$ cat src/rtl/pkt_flow_stats.sv
// Per-flow packet/byte statistics sink with framing checks and saturating counters.
// Define PKT_FLOW_STATS_L1_BYTES_EN to add 24 bytes of L1 overhead (IFG/preamble + CRC) per packet.
module pkt_flow_stats #(
    parameter  int D_WIDTH     = 64,
    parameter  int EMPTY_WIDTH = 3,
    parameter  int FLOW_CNT    = 16,
    localparam int FLOW_W      = $clog2(FLOW_CNT)
) (
    input  logic                   clk,
    input  logic                   rst_n,
    input  logic [D_WIDTH-1:0]     data,
    input  logic                   sop,
    input  logic                   eop,
    input  logic [EMPTY_WIDTH-1:0] empty,
    input  logic                   val,
    input  logic [FLOW_W-1:0]      flow_num,
    input  logic                   clr_stats,
    input  logic                   rd_en,
    input  logic [FLOW_W-1:0]      rd_flow,
    output logic                   rd_val,
    output logic [31:0]            rd_pkt_cnt,
    output logic [47:0]            rd_byte_cnt,
    output logic [15:0]            err_no_sop_cnt,
    output logic [15:0]            err_no_eop_cnt,
    output logic [15:0]            err_flow_cnt
);

    localparam logic [47:0]     BEAT_BYTES = 48'(D_WIDTH / 8);
    localparam logic [FLOW_W:0] FLOW_LIM   = (FLOW_W + 1)'(FLOW_CNT);
`ifdef PKT_FLOW_STATS_L1_BYTES_EN
    localparam logic [47:0]     L1_OVH     = 48'd24;
`else
    localparam logic [47:0]     L1_OVH     = 48'd0;
`endif

    typedef enum logic {
        IDLE,
        IN_PKT
    } state_t;

    state_t              state_q, state_d;
    logic [FLOW_W-1:0]   flow_q, flow_d;
    logic                bad_q, bad_d;
    logic [47:0]         acc_q, acc_d;
    logic                commit_q, commit_d;
    logic [FLOW_W-1:0]   cflow_q, cflow_d;
    logic [47:0]         cbytes_q, cbytes_d;

    logic                inc_no_sop, inc_no_eop, inc_flow;
    logic [47:0]         beat_bytes;
    logic                flow_oor;

    logic [31:0]         pkt_cnt_q  [FLOW_CNT];
    logic [47:0]         byte_cnt_q [FLOW_CNT];
    logic [15:0]         err_no_sop_q, err_no_eop_q, err_flow_q;
    logic                rd_val_q;
    logic [31:0]         rd_pkt_q;
    logic [47:0]         rd_byte_q;

    logic                data_unused;
    assign data_unused = ^data;

    function automatic logic [47:0] sat_add48(input logic [47:0] a, input logic [47:0] b);
        logic [48:0] s;
        s = {1'b0, a} + {1'b0, b};
        return s[48] ? '1 : s[47:0];
    endfunction

    function automatic logic [31:0] sat_inc32(input logic [31:0] a);
        return (a == '1) ? a : a + 32'd1;
    endfunction

    function automatic logic [15:0] sat_inc16(input logic [15:0] a);
        return (a == '1) ? a : a + 16'd1;
    endfunction

    always_comb begin
        beat_bytes = BEAT_BYTES;
        if (eop) begin
            beat_bytes = (48'(empty) >= BEAT_BYTES) ? '0 : BEAT_BYTES - 48'(empty);
        end
    end

    assign flow_oor = ({1'b0, flow_num} >= FLOW_LIM);

    // A sop beat always starts a fresh packet; in IN_PKT it first abandons the open one.
    always_comb begin
        state_d    = state_q;
        flow_d     = flow_q;
        bad_d      = bad_q;
        acc_d      = acc_q;
        commit_d   = 1'b0;
        cflow_d    = cflow_q;
        cbytes_d   = cbytes_q;
        inc_no_sop = 1'b0;
        inc_no_eop = 1'b0;
        inc_flow   = 1'b0;
        if (val) begin
            if (sop) begin
                inc_no_eop = (state_q == IN_PKT);
                inc_flow   = flow_oor;
                if (eop) begin
                    commit_d = !flow_oor;
                    cflow_d  = flow_num;
                    cbytes_d = beat_bytes;
                    acc_d    = '0;
                    state_d  = IDLE;
                end else begin
                    flow_d  = flow_num;
                    bad_d   = flow_oor;
                    acc_d   = beat_bytes;
                    state_d = IN_PKT;
                end
            end else if (state_q == IDLE) begin
                inc_no_sop = 1'b1;
            end else begin
                inc_flow = (flow_num != flow_q);
                acc_d    = sat_add48(acc_q, beat_bytes);
                if (eop) begin
                    commit_d = !bad_q;
                    cflow_d  = flow_q;
                    cbytes_d = sat_add48(acc_q, beat_bytes);
                    acc_d    = '0;
                    state_d  = IDLE;
                end
            end
        end
    end

    always_ff @(posedge clk or negedge rst_n) begin
        if (!rst_n) begin
            state_q  <= IDLE;
            flow_q   <= '0;
            bad_q    <= 1'b0;
            acc_q    <= '0;
            commit_q <= 1'b0;
            cflow_q  <= '0;
            cbytes_q <= '0;
        end else begin
            state_q  <= state_d;
            flow_q   <= flow_d;
            bad_q    <= bad_d;
            acc_q    <= acc_d;
            commit_q <= commit_d;
            cflow_q  <= cflow_d;
            cbytes_q <= cbytes_d;
        end
    end

    // Clear takes priority over the commit landing in the same cycle.
    always_ff @(posedge clk or negedge rst_n) begin
        if (!rst_n) begin
            for (int unsigned i = 0; i < FLOW_CNT; i++) begin
                pkt_cnt_q[i]  <= '0;
                byte_cnt_q[i] <= '0;
            end
        end else if (clr_stats) begin
            for (int unsigned i = 0; i < FLOW_CNT; i++) begin
                pkt_cnt_q[i]  <= '0;
                byte_cnt_q[i] <= '0;
            end
        end else if (commit_q) begin
            pkt_cnt_q[cflow_q]  <= sat_inc32(pkt_cnt_q[cflow_q]);
            byte_cnt_q[cflow_q] <= sat_add48(byte_cnt_q[cflow_q], sat_add48(cbytes_q, L1_OVH));
        end
    end

    always_ff @(posedge clk or negedge rst_n) begin
        if (!rst_n) begin
            err_no_sop_q <= '0;
            err_no_eop_q <= '0;
            err_flow_q   <= '0;
        end else if (clr_stats) begin
            err_no_sop_q <= '0;
            err_no_eop_q <= '0;
            err_flow_q   <= '0;
        end else begin
            if (inc_no_sop) err_no_sop_q <= sat_inc16(err_no_sop_q);
            if (inc_no_eop) err_no_eop_q <= sat_inc16(err_no_eop_q);
            if (inc_flow)   err_flow_q   <= sat_inc16(err_flow_q);
        end
    end

    always_ff @(posedge clk or negedge rst_n) begin
        if (!rst_n) begin
            rd_val_q  <= 1'b0;
            rd_pkt_q  <= '0;
            rd_byte_q <= '0;
        end else begin
            rd_val_q <= rd_en;
            if (rd_en) begin
                if ({1'b0, rd_flow} < FLOW_LIM) begin
                    rd_pkt_q  <= pkt_cnt_q[rd_flow];
                    rd_byte_q <= byte_cnt_q[rd_flow];
                end else begin
                    rd_pkt_q  <= '0;
                    rd_byte_q <= '0;
                end
            end
        end
    end

    assign rd_val         = rd_val_q;
    assign rd_pkt_cnt     = rd_pkt_q;
    assign rd_byte_cnt    = rd_byte_q;
    assign err_no_sop_cnt = err_no_sop_q;
    assign err_no_eop_cnt = err_no_eop_q;
    assign err_flow_cnt   = err_flow_q;

endmodule

$ cat config.mk
export PLATFORM = sky130hd
export DESIGN_NAME = pkt_flow_stats
export DESIGN_NICKNAME = d
export VERILOG_FILES = /design/src/rtl/pkt_flow_stats.sv
export SDC_FILE = /design/constraint.sdc
export NUM_CORES = 2
export LEC_CHECK = 0
export BUFFER_PORTS_ARGS = -buffer_cell sky130_fd_sc_hd__buf_4
export CORE_ASPECT_RATIO = 1.1
export CORE_MARGIN = 2
export CORE_UTILIZATION = 59
export CTS_BUF_LIST = sky130_fd_sc_hd__clkbuf_8
export DETAILED_ROUTE_END_ITERATION = 8
export HOLD_SLACK_MARGIN = 0.06
export PLACE_DENSITY = 0.79
export SETUP_SLACK_MARGIN = 0.4
export SYNTH_ARGS = -nofsm -noshare
export SYNTH_HDL_FRONTEND = slang
export SYNTH_SLANG_ARGS = --single-unit
$ cat constraint.sdc
create_clock -name clk -period 6.3 [get_ports clk]
set_clock_uncertainty 0.2 [all_clocks]
set_input_delay 0.63 -clock clk [delete_from_list [all_inputs] [get_ports clk]]
set_output_delay 0.63 -clock clk [all_outputs]
set_load 0.02 [all_outputs]
; Yosys cells after proc, flatten, opt, wreduce, memory -nomap -nowiden
; Index checks and enable logic that the tools add are counted.
[word_totals]
in_bits = 82
regBits = 1515
[op_classes]
n_mux = 62
add_sub_neg = 7
n_reduce_logical = 12
n_eq_ne = 8
bitwise_logic = 3
order_cmp = 3
[ops]
columns = op, n
row1 = $mux W768, 2
row2 = $mux W512, 2
row3 = $bwmux W768, 1
row4 = $mux W48, 16
row5 = $bwmux W512, 1
row6 = $bmux W48 S4, 2
row7 = $bmux W32 S4, 2
row8 = $demux W48 S4, 1
row9 = $mux W32, 6
row10 = $mux W16, 9
row11 = $demux W32 S4, 1
row12 = $add A48 B48 Y49, 2
row13 = $add A16 B1 Y16 const B, 3
row14 = $eq A16 B16 Y1 const B, 3
row15 = $add A32 B1 Y32 const B, 1
row16 = $eq A32 B32 Y1 const B, 1
row17 = $mux W4, 4
row18 = $mux W1, 15
row19 = $ge A5 B5 Y1 const B, 2
row20 = $not A4 Y5, 2
row21 = $reduce_bool A2 Y1, 5
row22 = $reduce_and A2 Y1, 4
row23 = $ne A2 B2 Y1 const B, 3
row24 = $reduce_and A3 Y1, 2
row25 = 5 further kinds, 5

; Longest topological paths before layout
[depth]
depth_word = 9
mapped_depth = 24
mapped_depth_nobuf = 14

; Worst setup path before layout
; OpenSTA, ideal clock, no wires.
[synth_timing]
path_type = flip-flop to flip-flop
startpoint = register cflow_q[0]
endpoint = register byte_cnt_q[188] (netlist name)
arrival_time_ps = 6239
slack_ps = -205
path_stages_with_launch = 25
setup_ps = 66
required_time_ps = 6034
path_cell_list = dfrtp_1 > buf_6 > buf_12 > buf_12 > buf_6 > buf_6 > clkbuf_1 > buf_1 > buf_1 > mux4_2 > mux4_2 > ha_1 > clkbuf_1 > nand2_1 > nor3_1 > nand4_1 > a21o_1 > a221oi_1 > a41oi_1 > o21a_1 > buf_2 > buf_2 > nand2_1 > buf_2 > a22o_1
[synth_via]
elab_chain_len = 9
[synth_rtl]
columns = item, line
row1 = "start, declared", 46  ; logic [FLOW_W-1:0] cflow_q, cflow_d;
row2 = "start signal, assigned", 145  ; cflow_q <= cflow_d;
row3 = $not A4 Y5 (implied by the code) (*), 164  ; byte_cnt_q[cflow_q] <= sat_add48(byte_cnt_q[cflow_q], sat_add48(cbytes_q, L1_OVH));
row4 = $bmux W48 S4, 164
row5 = $mux W48 (implied by the code) (2 in a row), 164
row6 = $add A48 B48 Y49, 65  ; s = {1'b0, a} + {1'b0, b};
row7 = $mux W48, 66  ; return s[48] ? '1 : s[47:0];
row8 = $bwmux W768 (*), 164
row9 = $mux W768 (*), 162  ; end else if (commit_q) begin
row10 = $mux W768 (*), 157  ; end else if (clr_stats) begin
row11 = "end signal, assigned by index", 164
row12 = "end, declared", 54  ; logic [47:0] byte_cnt_q [FLOW_CNT];
; Every way passes the cells marked *; elsewhere a longest branch is shown, timed or not. The select of a mux whose other input is x is not followed.
; A chain may end at the register's enable or synchronous reset.

; Worst setup path in the final report
[layout_timing]
startpoint = register cflow_q[1]
endpoint = register byte_cnt_q[86] (netlist name)
; Same word-level chain as after synthesis.

==> flow_summary.toml <==
[pwr]
clkPwrFrac_pct = 42.6
netSwitchingFraction_pct = 27.9
seqPwrFrac_pct = 45.6
vdd_ir_drop_max_mv = 0.276
p_comb_share_pct = 11.8
leakagePower_nw = 38.4
p_per_area_nw_per_um2 = 245
power.total_mw = 21.6
cellInternalPower_mw = 15.6
net-switching-power_mw = 6.05

[drt]
post_drt_wl_per_cell_microns = 30.5
drt_iter0_drc = 8632
via_per_inst = 7.25
ant_nets = 0
num_vias = 62000
drtPass1Iterations = 7
drc = 0
routed_wl_microns = 261000

[clock_network]
root_buffer = "clkbuf_8"
htreeDepth = 4
tritoncts = "done"
cts_made_buffers = 235
clkLatencyLatePin_ps = 1040
clockBufferDepth = 3
clock_sinks = 1515
clk_pin_slew_ps = 70

[outcome]
violations = "max-capacitance violations"
status = "finished, violations left"

[layout]
nNetsFinal = 6685
area_growth_syn_to_layout_pct = 11.7
final_area_sq_um = 88500
drive_above_1_share_pct = 26.5

[yosys]
synth_area_leaders = "dfrtp_1, mux4_2, o21ai_0"
synthCells = 6516
syn-num-nets = 6657
synth_flop_cell = "dfrtp_1"
synth_top_area_share_pct = 47.9
synth-seq-cells = 1515
ys_types = 90
yosys_warnings = 0
async_flop_share_pct = 100
avgSynthCellArea_sq_um = 12.2
ys_seq_area_share_pct = 47.9
synth_top_cell_by_area = "dfrtp_1"
synth_most_common_cell = "dfrtp_1"
netlist_top_cells_count = "dfrtp_1, nand2_1, o21ai_0, mux4_2, clkbuf_1"
syn_area_sq_um = 79200
synth_edf_count = 0

[floorplanning]
row_count = 141
die_h_microns = 388
die_area_sq_um = 137000
num_io_pins = 211
fp.dieW_microns = 353
core_sq_um = 134000
start_util_pct = 59.2

[global_routing]
antenna_found_initial = 10
grt_start_max_net_pins = 195
grt_pass1_wl_microns = 390000
grt_pass1_vias = 63271
globalRouteOverflowTotal = 0
grtUsageTotal_pct = 38.2

[sta]
relSlewSlack_pct = 0.903
maxSlewViolCount = 0
final.setup.tns_ps = 0
fmax_mhz = 176
worstMarginPinSlew_ps = 1480
setup_viol_count_final = 0
period_needed_ps = 5690
hold_violations = 0
rsz0062_at_grt = "false"
finalCritPeriodShare_pct = 90.2

[worst_setup_path]
cp.required_ps = 7040
timing.rr.start = "cflow_q[1]"
critical_path_class = "flip-flop to flip-flop"
cp-start-kind = "flip-flop"
endpoint_kind = "flip-flop"
worstRegToRegCells = 18
timing.rr.end = "byte_cnt_q[86]"
path_delay_family = "compound AO/OA/AOI/OAI gates"
slowest_delay_ps = 710
cp_slowest_cell = "dfrtp_4"
worstPathCellList = "buf_12 -> buf_4 -> mux4_2 -> mux4_2 -> ha_1 -> nand3_1 -> a31oi_1 -> o2111ai_1 -> a21o_1 -> a221oi_1 -> buf_4 -> a41oi_2 -> buf_4 -> o21a_1 -> buf_12 -> o21ai_1 -> buf_12 -> a22o_1"
path_buf_inv = 6
critPathMaxFanout = 23
cp.arrival_ps = 6430
r2r_slack_ps = 610

[place]
port_buffers = 146
placedInstanceArea_sq_um = 82700
place.gp.congestion = 0.971
place_hpwl_microns = 148000

[min_path]
min_path_type = "primary input to async pin"

[run]
cap_violations = 1
## worst reg2reg max path, stage by stage, from the launching register on
cell and delay, ps:
dfrtp_4 710, buf_12 280, buf_4 340, mux4_2 370, mux4_2 570, ha_1 480, nand3_1 180, a31oi_1 270
o2111ai_1 150, a21o_1 250, a221oi_1 300, buf_4 190, a41oi_2 170, buf_4 200, o21a_1 210, buf_12 170
o21ai_1 210, buf_12 200, a22o_1 160
## stage by stage
stage | setup WS [ps] | std cells | hold WS [ps] | utilization, %
3_3_place_gp | 430 | 8065 | 272 | 61.9
5_1_grt | 483 | 8536 | 154 | 66.1
3_5_place_dp | 300 | 8065 | 273 | 61.9
2_1_floorplan | 424 | 6516 | 134 | -
6_report | 615 | 8546 | 54.2 | 66.2
4_1_cts | 335 | 8525 | 101 | 66.0
## layout make-up
class	instances	area, sq um
clock buffer	312	4290
antenna	12	30.0
timing repair buffer	405	3710
inverter	31	116
fill	9586	45300
clock inverter	128	1010
sequential	1515	37900
tap	1787	2240
multi-input combinational	4356	39100
## cells by family (layout without fill, tap and decap cells)
kind of cell	after synthesis	in the layout	synth area share (%)
other cells	0	12	0
simple gates	1501	1501	8.14
mux	900	900	23.8
buf+inv	645	876	3.42
xor+xnor	138	138	1.57
fa+ha+maj	59	59	0.951
flops	1515	1515	47.9
compound gates	1758	1758	14.2
## cell usage in the layout, fill, tap and decap left out, types with 51 or more instances in the layout
cell	instances
a21oi_1	116
mux2_2	98
o21ai_0	861
mux4_2	773
xor2_1	71
buf_4	334
nor2_1	146
nand2_1	1022
dfrtp_1	1511
a22o_1	437
ha_1	57
o21ai_1	51
clkbuf_8	312
xnor2_1	62
inv_1	77
a22oi_1	55
## timing repair
action / CTS / global route
endpoints found under the hold margin: 276 / 0
setup buffers: 0 / 8
setup endpoints to repair: 96 / 550
gates cloned: 0 / 1
hold buffers: 20 / 0
gates resized for setup: 4 / 29
## power groups by stage
stage               Combinational (mW)  Sequential [mW]  Clock (mW)
CTS                               2.43             9.89        9.26
global route                      2.62             9.87        9.70
finish                            2.55             9.87        9.23
floorplan                         1.50             9.97           0
detailed placement                2.41             10.1           0
global placement                  2.38             10.1           0
## flip-flops by register name, summed over array words and instances, names as in the netlist
signal,count
flow_q,4
state_q,1
rd_val,1
acc_q,48
pkt_cnt_q,512
commit_q,1
err_no_eop_cnt,16
cbytes_q,48
err_no_sop_cnt,16
rd_byte_cnt,48
byte_cnt_q,768
cflow_q,4
rd_pkt_cnt,32
err_flow_cnt,16
## how the worst max path moves through the flow
| stage | depth (start not counted) | slack [ps] | endpoint | from |
|---|---|---|---|---|
| CTS | 13 | 330 | byte_cnt_q[265] | cflow_q[0] |
| floorplan | 23 | 420 | byte_cnt_q[188] | cflow_q[1] |
| finish | 18 | 610 | byte_cnt_q[86] | cflow_q[1] |
| global placement | 13 | 430 | byte_cnt_q[263] | cflow_q[0] |
| detailed placement | 15 | 300 | byte_cnt_q[91] | cflow_q[0] |
| global route | 18 | 480 | byte_cnt_q[86] | cflow_q[1] |
## per-layer routing
metal	vias to the layer above	GRT usage, %	wire length (microns)	part of all wire [%]
met2	4925	56.3	117000	45
met1	31098	48.1	87100	33
met4	20	26.1	19400	7.4
met3	1319	12.8	36900	14
li1	24638	-	-	-
met5	-	0.737	318	0.12
Note: power is estimated with default switching activity, not from simulation.
